**config.mk**
```make
export PLATFORM = sky130hd
export DESIGN_NAME = mul_arbiter
export DESIGN_NICKNAME = d
export VERILOG_FILES = /design/src/rtl/mul_pkg.sv /design/src/rtl/mul_arbiter_rr.sv /design/src/rtl/mul_arbiter.sv
export SDC_FILE = /design/constraint.sdc
export NUM_CORES = 1
export LEC_CHECK = 0
export ABC_AREA = 1
export BUFFER_PORTS_ARGS = -buffer_cell sky130_fd_sc_hd__buf_2
export CORE_AREA = 2 2 182 184
export CTS_CLUSTER_DIAMETER = 120
export DETAILED_ROUTE_END_ITERATION = 16
export DIE_AREA = 0 0 184 186
export GPL_ROUTABILITY_DRIVEN = 0
export HOLD_SLACK_MARGIN = 0.06
export PLACE_DENSITY = 0.47
export RECOVER_POWER = 50
export SLEW_MARGIN = 10
export SYNTH_ARGS = -nofsm -noshare
export SYNTH_HDL_FRONTEND = slang
export SYNTH_SLANG_ARGS = --single-unit
```
**constraint.sdc**
```tcl
create_clock -name mul_clk -period 6.2 [get_ports mul_clk]
set_input_delay 0.31 -clock mul_clk [delete_from_list [all_inputs] [get_ports mul_clk]]
set_output_delay 0.31 -clock mul_clk [all_outputs]
set_load 0.01 [all_outputs]
```
**src/rtl/mul_pkg.sv**
```systemverilog
// ============================================================================
// mul_pkg : shared types and defaults for the multiplier arbiter slice
// Rev 1.0 : initial release
// ============================================================================
`default_nettype none

package mul_pkg;

  typedef enum logic [1:0] {
    ST_IDLE = 2'd0,
    ST_RUN  = 2'd1,
    ST_RESP = 2'd2
  } state_e;

  localparam int XLEN_DEF    = 32;
  localparam int TIMEOUT_DEF = 96;
  localparam int PROD_W      = 2 * XLEN_DEF;

endpackage

`default_nettype wire

```
**src/rtl/mul_arbiter_rr.sv**
```systemverilog
// ============================================================================
// rr_arbiter : combinational round-robin grant, search starts at ptr and wraps
// Rev 1.0 : initial release
// ============================================================================
`default_nettype none

module rr_arbiter #(
  parameter int N    = 4,
  parameter int IDXW = (N > 1) ? $clog2(N) : 1
) (
  input  logic [N-1:0]    req,
  input  logic [IDXW-1:0] ptr,
  output logic [N-1:0]    gnt,
  output logic [IDXW-1:0] idx
);

  int   j;
  logic found;

  always_comb begin
    gnt   = '0;
    idx   = '0;
    found = 1'b0;
    j     = 0;
    for (int k = 0; k < N; k++) begin
      j = int'(ptr) + k;
      if (j >= N) j = j - N;
      if (!found && req[j]) begin
        found  = 1'b1;
        gnt[j] = 1'b1;
        idx    = IDXW'(j);
      end
    end
  end

endmodule

`default_nettype wire

```
**src/rtl/mul_arbiter.sv**
```systemverilog
// ============================================================================
// mul_arbiter : shares one iterative multiplier among NREQ requesters
// Rev 1.0 : initial release
// ============================================================================
`default_nettype none

module mul_arbiter
  import mul_pkg::*;
#(
  parameter int NREQ    = 4,
  parameter int XLEN    = XLEN_DEF,
  parameter int TIMEOUT = TIMEOUT_DEF
) (
  input  logic                 mul_clk,
  input  logic                 resetn,
  input  logic [NREQ-1:0]      req_valid,
  output logic [NREQ-1:0]      req_ready,
  input  logic [NREQ*XLEN-1:0] req_x,
  input  logic [NREQ*XLEN-1:0] req_y,
  output logic [NREQ-1:0]      resp_valid,
  input  logic [NREQ-1:0]      resp_ready,
  output logic [2*XLEN-1:0]    resp_result,
  output logic                 resp_err,
  output logic                 mul,
  output logic [XLEN-1:0]      mul_x,
  output logic [XLEN-1:0]      mul_y,
  input  logic                 mul_complete,
  input  logic [2*XLEN-1:0]    mul_result,
  output logic                 busy
);

  localparam int IDXW = (NREQ > 1) ? $clog2(NREQ) : 1;

  state_e              state_q, state_d;
  logic [IDXW-1:0]     rr_ptr_q, rr_ptr_d;
  logic [IDXW-1:0]     owner_q, owner_d;
  logic [7:0]          timer_q, timer_d;
  logic [XLEN-1:0]     mul_x_q, mul_x_d;
  logic [XLEN-1:0]     mul_y_q, mul_y_d;
  logic [2*XLEN-1:0]   result_q, result_d;
  logic                err_q, err_d;

  logic [NREQ-1:0]     gnt;
  logic [IDXW-1:0]     gnt_idx;
  logic                req_hs;

  rr_arbiter #(.N(NREQ), .IDXW(IDXW)) u_rr (
    .req (req_valid),
    .ptr (rr_ptr_q),
    .gnt (gnt),
    .idx (gnt_idx)
  );

  // Gated by resetn so no grant is offered while reset is held.
  assign req_ready = (state_q == ST_IDLE && resetn) ? gnt : '0;
  assign req_hs    = |(req_valid & req_ready);

  always_comb begin
    for (int i = 0; i < NREQ; i++) begin
      resp_valid[i] = (state_q == ST_RESP) && (owner_q == IDXW'(i));
    end
  end

  assign mul         = (state_q == ST_RUN);
  assign busy        = (state_q != ST_IDLE);
  assign mul_x       = mul_x_q;
  assign mul_y       = mul_y_q;
  assign resp_result = result_q;
  assign resp_err    = err_q;

  always_comb begin
    state_d  = state_q;
    rr_ptr_d = rr_ptr_q;
    owner_d  = owner_q;
    timer_d  = timer_q;
    mul_x_d  = mul_x_q;
    mul_y_d  = mul_y_q;
    result_d = result_q;
    err_d    = err_q;
    case (state_q)
      ST_IDLE: begin
        if (req_hs) begin
          owner_d  = gnt_idx;
          mul_x_d  = req_x[gnt_idx*XLEN +: XLEN];
          mul_y_d  = req_y[gnt_idx*XLEN +: XLEN];
          rr_ptr_d = (gnt_idx == IDXW'(NREQ-1)) ? '0 : gnt_idx + 1'b1;
          timer_d  = '0;
          state_d  = ST_RUN;
        end
      end
      ST_RUN: begin
        timer_d = timer_q + 8'd1;
        // Completion takes priority over a simultaneous timeout.
        if (mul_complete) begin
          result_d = mul_result;
          err_d    = 1'b0;
          state_d  = ST_RESP;
        end else if (timer_q == 8'(TIMEOUT-1)) begin
          result_d = '0;
          err_d    = 1'b1;
          state_d  = ST_RESP;
        end
      end
      ST_RESP: begin
        if (resp_ready[owner_q]) state_d = ST_IDLE;
      end
      default: state_d = ST_IDLE;
    endcase
  end

  always_ff @(posedge mul_clk or negedge resetn) begin
    if (!resetn) begin
      state_q  <= ST_IDLE;
      rr_ptr_q <= '0;
      owner_q  <= '0;
      timer_q  <= '0;
      mul_x_q  <= '0;
      mul_y_q  <= '0;
      result_q <= '0;
      err_q    <= 1'b0;
    end else begin
      state_q  <= state_d;
      rr_ptr_q <= rr_ptr_d;
      owner_q  <= owner_d;
      timer_q  <= timer_d;
      mul_x_q  <= mul_x_d;
      mul_y_q  <= mul_y_d;
      result_q <= result_d;
      err_q    <= err_d;
    end
  end

endmodule

`default_nettype wire
```
==> results.json, run 1 <==
{
  "status": "finished, final reports clean",
  "ant_nets": 0,
  "die_x_um": 184,
  "arrival_ns": 4.13,
  "maxCapViolCount": 0,
  "final_common_cell": "nand2_1",
  "endpoint_kind": "register",
  "hold_violations": 0,
  "numCtsBuffers": 17,
  "powerDensity_nw_per_um2": 643,
  "cts_tree": "yes",
  "drive_gt1_share_pct": 27.8,
  "clock_path_buffers": 2,
  "fin_area_um2": 11000,
  "area_growth_pct": 38.4,
  "worst_pin_slew_ns": 1.15,
  "wl_per_cell_um": 16.8,
  "postCtsResizedCells": 0,
  "clock-sinks": 143,
  "postCtsSetupRepairBufs": 0,
  "synth_top_cell_area_share_pct": 45.2,
  "setup_viol_count_final": 0,
  "io_buffer_count": 469,
  "worstPathRequired_ns": 6.56,
  "drv_slew": 0,
  "cp_slowest_cell": "inv_4",
  "synth_top_area_cell": "dfrtp_1",
  "worstSetupPathType": "reg2reg",
  "yosys_warnings": 0,
  "drc": 0,
  "fmax_mhz": 265,
  "final_cell_mix": "nand2_1 (437), buf_2 (334), nand3_1 (214), dfrtp_1 (143), clkbuf_1 (135)",
  "ys_seq_elements": 143,
  "synth_area_um2": 7920,
  "grt_use_total_pct": 17.9,
  "cts_hold_buf": 1,
  "crit_chain": "inv_2 -> ha_1 -> inv_1 -> nand3_1 -> nand2_1 -> nor2_2 -> nand2_1 -> nand3_1 -> nand2_4 -> inv_4 -> buf_4 -> nand2_1 -> nand3_1 -> nand3_2 -> nand2_1",
  "firstDrtPassIters": 5,
  "place_hpwl_um": 23300,
  "finalHoldWorstSlack_ns": 0.0936,
  "path_clk_slew_ns": 0.07,
  "place_area_um2": 10500,
  "finalCritPeriodShare_pct": 60.9,
  "final_util_pct": 34.0,
  "drt-initial-drc-count": 445,
  "clk_latency_ns": 0.43,
  "wirelength_um": 31600,
  "num-fill-cells": 3610,
  "grt_max_degree": 88,
  "yosysSeqAreaShare_pct": 45.2,
  "finalCriticalPeriod_ns": 3.77,
  "grt_setup_unrepaired": "no",
  "min_path_type": "in2reg",
  "path_common_cell": "nand2_1",
  "timing.setup.tns_ns": 0,
  "grt-ovfl-total": 0,
  "initial_core_util_pct": 24.6,
  "critPathMaxStageDelay_ns": 0.57,
  "antenna_found_initial": 3,
  "yosysUniqueCellTypes": 33,
  "cp-start-kind": "register",
  "grt_pass1_wl_um": 46900,
  "syn_nets": 1371,
  "netlist_instances": 1035,
  "ios": 470,
  "p_leak_nw": 5.82,
  "max_slew_margin_pct": 23.5,
  "dieArea_um2": 34200,
  "grt_pass1_vias": 8341,
  "synthTopCellsByArea": "dfrtp_1 (45%), nand2_1 (21%), nand3_1 (14%), a22o_1 (7.1%), buf_2 (2.3%)",
  "num_rows": 66,
  "die_h_um": 186,
  "cts-root-buf": "clkbuf_16",
  "via_count": 8649,
  "critPathMaxFanout": 57,
  "postSynthAreaPerCell_um2": 7.65,
  "htreeDepth": 4,
  "via_per_inst": 4.59,
  "vdd_ir_drop_max_v": 0.000571,
  "p_total_mw": 7.05,
  "nNetsFinal": 1799,
  "finalClockSkew_ns": 0.0138,
  "core_area_um2": 32200,
  "reg2reg_slack_ns": 2.43
}
==> routing by layer <==
layer / vias up / track usage, % / part of all wire [%]
met5: - / 0 / 0
met4: 0 / 4.22 / 1.0
met3: 18 / 5.87 / 8.1
met2: 318 / 30.5 / 48
met1: 4012 / 21.8 / 43
li1: 4301 / - / -
==> stage by stage <==
stage | cells | setup slack, ns
after floorplan | 1035 | 3.93
after global placement | 1851 | 2.55
after detailed placement | 1851 | 2.43
after CTS | 1884 | 2.41
after global routing | 1885 | 2.03
final | 1886 | 2.43
==> synth_stat cells <==
library cell and instances:
inv_2 6, dfrtp_1 143, nor4_1 1, a21oi_1 5
buf_8 4, nand4_1 6, clkbuf_1 18, a22o_1 64
nor2_8 1, nor2_4 1, o21ai_2 1, nor3_1 5
o21ai_0 10, xor2_1 1, nand3b_1 1, o31ai_1 1
nor2_2 2, nor2_1 6, buf_4 8, a31oi_1 1
nand2_2 5, a21boi_0 3, nand3_1 214, buf_1 1
nand2_1 438, buf_2 36, buf_6 4, inv_1 27
nand3_2 12, or2_2 2, nand2_4 1, ha_1 5
a21boi_1 2
==> critical path, delay by kind of cell (launching register included) <==
family / cells / cell delay, ns
buffers and inverters: 4 / 1.32
and+or+nand+nor: 10 / 1.40
DFF: 1 / 0.54
adders and majority gates: 1 / 0.38
==> cell type report <==
type | count | area [um2] | area share [%]
clock buffer | 17 | 425 | 3.88
timing repair buffer | 480 | 2270 | 20.7
multi-input combinational | 788 | 3820 | 34.9
antenna | 2 | 5.00 | 0.0457
sequential | 143 | 3580 | 32.6
tap | 408 | 510 | 4.66
clock inverter | 15 | 225 | 2.05
inverter | 33 | 126 | 1.15
==> worst paths after layout <==
check	to	cells after the start	startpoint
worst max register to register	mul_x[19]	15	register
worst min-delay path	resp_result[22]	2	mul_result[22]
max in group asynchronous	mul_x[17]	3	resetn
worst max-delay path	mul_x[19]	15	register
min in group asynchronous	resp_result[42]	2	resetn
worst min register to register	mul_x[25]	2	mul_x[25]
==> sequential cells by signal (all words and copies together) (netlist names), named ones only <==
register     flops
mul_x           32
mul_y           32
owner_q          2
resp_err         1
resp_result     64
rr_ptr_q         1
state_q          2
timer_q          8
==> cells by family after synthesis <==
group                      share of synthesized area (%)
and+or+nand+nor                                     38.3
DFF                                                 45.2
xor gates and xnor gates                           0.111
adders and majority gates                          0.790
buffers and inverters                               6.83
AOI/OAI and AO/OA                                   8.78
==> power breakdown <==
part / switching [mW] / internal (mW)
Combinational: 2.95 / 1.31
Clock: 0.486 / 0.658
Sequential: 0.260 / 1.38
Total: 3.69 / 3.35
(Power assumes the default switching activity.)
==> run 2: changes to the inputs <==
Clock period 6.2 ns to 3.5 ns, I/O delays scaled along.
==> results.json, run 2 (synthesized netlist as in run 1, its figures left out) <==
{
  "antenna_found_initial": 4,
  "cts-root-buf": "clkbuf_16",
  "drive_gt1_share_pct": 26.9,
  "worst-path-buf-inv": 3,
  "met2_usage_pct": 32.5,
  "ant_nets": 0,
  "critPathMaxStageDelay_ns": 0.52,
  "violations": "max-capacitance violations, max-slew violations",
  "place_hpwl_um": 23400,
  "p_sw_share_pct": 52.9,
  "cts_tree": "yes",
  "vdd_ir_drop_max_v": 0.00107,
  "die_h_um": 186,
  "hold_violations": 0,
  "cp-start-kind": "register",
  "hp-start": "req_x[56]",
  "comb_power_share_pct": 62.5,
  "p_total_mw": 12.8,
  "final_common_cell": "nand2_1",
  "grt_use_total_pct": 18.8,
  "via_count": 9002,
  "p_clk_share_pct": 14.8,
  "critPathMaxFanout": 66,
  "dieArea_um2": 34200,
  "htreeDepth": 4,
  "drc": 0,
  "endpoint_kind": "register",
  "grt_pass1_wl_um": 49800,
  "wirelength_um": 32700,
  "multi_input_area_um2": 3820,
  "timing.setup.tns_ns": 0,
  "drt-initial-drc-count": 452,
  "use_met3_pct": 5.95,
  "postCtsSetupRepairBufs": 0,
  "finalCritPeriodShare_pct": 88.4,
  "num_rows": 66,
  "grt_setup_unrepaired": "no",
  "finalCriticalPeriod_ns": 3.10,
  "clk_latency_ns": 0.43,
  "status": "complete, but fails checks",
  "final_util_pct": 36.3,
  "clock-sinks": 143,
  "largest_reg_flops": 64,
  "arrival_ns": 3.41,
  "via_per_inst": 4.59,
  "grt_max_degree": 130,
  "p_leak_nw": 6.13,
  "finalClockSkew_ns": 0.0123,
  "io_buffer_count": 469,
  "num-fill-cells": 3550,
  "crit_chain": "inv_2 -> ha_1 -> inv_1 -> nand3_1 -> nand2_1 -> nor2_2 -> a21boi_0 -> nand3_1 -> o21ai_4 -> buf_6 -> nand3_1 -> nand3_1 -> nand2_1",
  "core_area_um2": 32200,
  "powerDensity_nw_per_um2": 1090,
  "worstSetupPathType": "reg2reg",
  "reg2reg_slack_ns": 0.40,
  "numCtsBuffers": 17,
  "worst_pin_slew_ns": 1.66,
  "nNetsFinal": 1871,
  "final_cell_mix": "nand2_1 (437), buf_2 (339), nand3_1 (214), dfrtp_1 (143), clkbuf_1 (132)",
  "wl_per_cell_um": 16.7,
  "cp_slowest_cell": "dfrtp_1",
  "gr-max-usage-layer": "met2",
  "p_int_mw": 6.01,
  "drv_slew": 74,
  "setup_viol_count_final": 0,
  "grt_pass1_vias": 9060,
  "initial_core_util_pct": 24.6,
  "path_common_cell": "nand3_1",
  "critical_path.top_delay_family": "simple AND/OR/NAND/NOR gates",
  "firstDrtPassIters": 6,
  "grt_use_met1_pct": 22.1,
  "path_clk_slew_ns": 0.07,
  "ios": 470,
  "grt-ovfl-total": 0,
  "die_x_um": 184,
  "power_switching_mw": 6.76,
  "area_growth_pct": 47.8,
  "seq_power_share_pct": 22.7,
  "fmax_mhz": 323,
  "max_slew_margin_pct": -10.9,
  "seq_area_um2": 3580,
  "worstPathRequired_ns": 3.82,
  "maxCapViolCount": 1,
  "min_path_type": "in2reg",
  "clock_path_buffers": 2
}
run 2: changes by cell type in the layout (fill, tap and decap cells not counted), sizes merged, moves of 2 or more:
| cell | change |
|---|---|
| dlygate4sd3 | +68 |
| inv | +2 |
| buf | +6 |
| bufinv | -3 |
| clkbuf | -2 |
| diode | +2 |
run 2: path summary, 6_finish.rpt:
kind	endpoint	depth (start not counted)
setup / recovery	mul_x[23]	13
hold / removal	mul_x[24]	5
setup reg to reg	mul_x[23]	13
hold reg to reg	mul_y[30]	2
max in group asynchronous	mul_x[15]	3
min in group asynchronous	owner_q[0]	2
run 2: power by group through the flow:
stage | clock network [mW] | logic [mW] | registers, mW
finish | 1.88 | 7.98 | 2.90
floorplan | 0 | 5.33 | 3.20
global placement | 0 | 8.22 | 2.89
global route | 2.04 | 9.06 | 3.01
detailed placement | 0 | 8.25 | 2.89
CTS | 1.96 | 8.33 | 2.88
run 2: layer usage:
metal  part of all wire [%]  vias up
met5                      0        -
met4                    1.8        0
met3                    8.0       39
met2                     49      349
met1                     41     4164
li1                       -     4450
run 2: per-stage QoR:
step / std cells / worst slack, ns / hold slack [ns] / cell area (um2)
after CTS: 1956 / 0.194 / 0.0601 / 11900
after detailed placement: 1855 / 0.203 / 0.0357 / 10600
after global routing: 1959 / 0.0666 / 0.0826 / 11700
after global placement: 1855 / 0.284 / 0.0384 / 10600
final: 1960 / 0.405 / 0.0825 / 11700
after floorplan: 1035 / 1.23 / -0.121 / 7920
run 2: timing repair:
| action | 4_1_cts | 5_1_grt |
|---|---|---|
| gates resized for setup | 0 | 2 |
| setup endpoints to repair | 0 | 27 |
| hold endpoints to repair | 84 | 0 |
| hold buffers | 69 | 0 |
run 2: final cells by class:
type	instances	share of cell area (%)
sequential	143	30.6
multi-input combinational	788	32.7
inverter	33	1.09
timing repair buffer	552	26.1
antenna	4	0.0855
clock inverter	15	1.53
clock buffer	17	3.64
tap	408	4.36
run 2: tightest hold or removal path, cell delays in order:
cell	delay, ns
buf_2	0.07
nand2_1	0.04
nand3_1	0.07
nand3_1	0.07
nand2_1	0.05
==> run 3: changes to the inputs <==
Settings changed: REMOVE_ABC_BUFFERS from default to 1.
==> results.json, run 3 (synthesized netlist as in run 1, its figures left out) <==
{
  "setup_viol_count_final": 0,
  "hold_depth": 4,
  "finalCritPeriodShare_pct": 86.4,
  "clock_path_buffers": 2,
  "numCtsBuffers": 17,
  "core_area_um2": 32200,
  "powerDensity_nw_per_um2": 1100,
  "clk_latency_ns": 0.43,
  "num-fill-cells": 3539,
  "worstPathRequired_ns": 3.87,
  "grt_pass1_wl_um": 48800,
  "endpoint_kind": "register",
  "wirelength_um": 32300,
  "arrival_ns": 3.39,
  "critPathMaxStageDelay_ns": 0.50,
  "ios": 470,
  "grt_use_total_pct": 18.3,
  "worst-path-buf-inv": 4,
  "status": "complete, but fails checks",
  "cts-root-buf": "clkbuf_16",
  "violations": "max-capacitance violations, max-slew violations",
  "hp-start": "resp_ready[0]",
  "drive_gt1_share_pct": 27.1,
  "worst_pin_slew_ns": 1.90,
  "cp-start-kind": "register",
  "multi_input_area_um2": 3820,
  "dieArea_um2": 34200,
  "ant_nets": 0,
  "path_clk_slew_ns": 0.06,
  "cp_slowest_cell": "dfrtp_1",
  "pre_cts_ws_ns": 0.531,
  "htreeDepth": 4,
  "vdd_ir_drop_max_v": 0.000816,
  "antenna_found_initial": 2,
  "largest_reg_flops": 64,
  "drv_slew": 131,
  "clock-sinks": 143,
  "drc": 0,
  "finalHoldWorstSlack_ns": 0.0881,
  "final_common_cell": "nand2_1",
  "fmax_mhz": 331,
  "whs_endpoint": "state_q[1]",
  "firstDrtPassIters": 5,
  "via_per_inst": 4.62,
  "die_h_um": 186,
  "rr_endpoint": "mul_x[31]",
  "critPathMaxFanout": 37,
  "area_growth_pct": 47.5,
  "num_rows": 66,
  "initial_core_util_pct": 24.6,
  "worstSetupPathType": "reg2reg",
  "wl_per_cell_um": 16.5,
  "place_hpwl_um": 23100,
  "reg2reg_slack_ns": 0.47,
  "p_leak_nw": 6.13,
  "grt_setup_unrepaired": "no",
  "finalCriticalPeriod_ns": 3.03,
  "maxCapViolCount": 2,
  "drt-initial-drc-count": 507,
  "postCtsResizedCells": 0,
  "hold_violations": 0,
  "crit_chain": "inv_2 -> ha_1 -> inv_1 -> nand3_1 -> nand2_1 -> nor2_2 -> nand2_1 -> nand3_1 -> nand2_4 -> inv_4 -> buf_4 -> nand2_1 -> nand3_1 -> nand3_1 -> nand2_1",
  "max_slew_margin_pct": -26.6,
  "via_count": 9049,
  "grt-ovfl-total": 0,
  "nNetsFinal": 1872,
  "die_x_um": 184,
  "seq_area_um2": 3580,
  "io_buffer_count": 469,
  "worstRegToRegCells": 15,
  "grt_max_degree": 130,
  "fin_ws_ns": 0.474,
  "critical_path.top_delay_family": "simple AND/OR/NAND/NOR gates",
  "grt_pass1_vias": 8840,
  "cts_tree": "yes",
  "final_cell_mix": "nand2_1 (437), buf_2 (338), nand3_1 (214), dfrtp_1 (143), clkbuf_1 (133)",
  "min_path_type": "in2reg",
  "finalClockSkew_ns": 0.0173
}
==> run 3: routing by layer <==
metal | vias to the layer above | track usage, % | wire length (um)
li1 | 4436 | - | -
met1 | 4246 | 23.4 | 13500
met2 | 327 | 31.4 | 16400
met3 | 40 | 3.48 | 1750
met4 | 0 | 5.60 | 665
met5 | - | 0 | 0
==> run 3: final cells by class <==
class,count,share of cell area (%)
clock inverters,11,1.32
inverters,33,1.08
flip-flops and latches,143,30.6
diodes,2,0.0428
multi-input cells,788,32.7
repair buffers,553,26.0
well taps,408,4.37
clock buffers,20,3.82
==> run 3: what timing repair did <==
action / CTS / global route
hold buffers: 66 / 0
hold endpoints to repair: 79 / 0
buffers inserted: 0 / 0
==> run 3: worst max path at each step <==
stage | start | endpoint | slack, ns | cells after the start
finish | register | mul_x[31] | 0.47 | 15
global route | resetn | mul_x[5] | 0.15 | 3
CTS | register | mul_x[7] | 0.50 | 15
detailed placement | register | mul_x[7] | 0.53 | 15
global placement | register | mul_x[7] | 0.51 | 15
floorplan | register | mul_x[13] | -2.02 | 14
==> run 3: report_power, final <==
group | total (mW) | internal (mW) | switching [mW]
combinational | 7.95 | 2.60 | 5.36
sequential | 2.93 | 2.45 | 0.483
clock | 1.92 | 1.15 | 0.775
==> run 3: worst register-to-register path, stage by stage (launching register included) <==
cell	delay, ns
dfrtp_1	0.50
inv_2	0.13
ha_1	0.38
inv_1	0.13
nand3_1	0.10
nand2_1	0.09
nor2_2	0.26
nand2_1	0.10
nand3_1	0.15
nand2_4	0.09
inv_4	0.36
buf_4	0.30
nand2_1	0.07
nand3_1	0.15
nand3_1	0.10
nand2_1	0.07
==> run 3: stage by stage <==
step                      cells  power, mW  TNS (ns)  utilization, %  instance area (um2)
after floorplan             964       7.30   -135.11               -                 7500
after global placement     1859       11.1         0            32.9                10600
after detailed placement   1859       11.1         0            32.9                10600
after CTS                  1956       13.2         0            36.8                11900
after global routing       1958       14.1         0            36.3                11700
final                      1958       12.8         0            36.3                11700
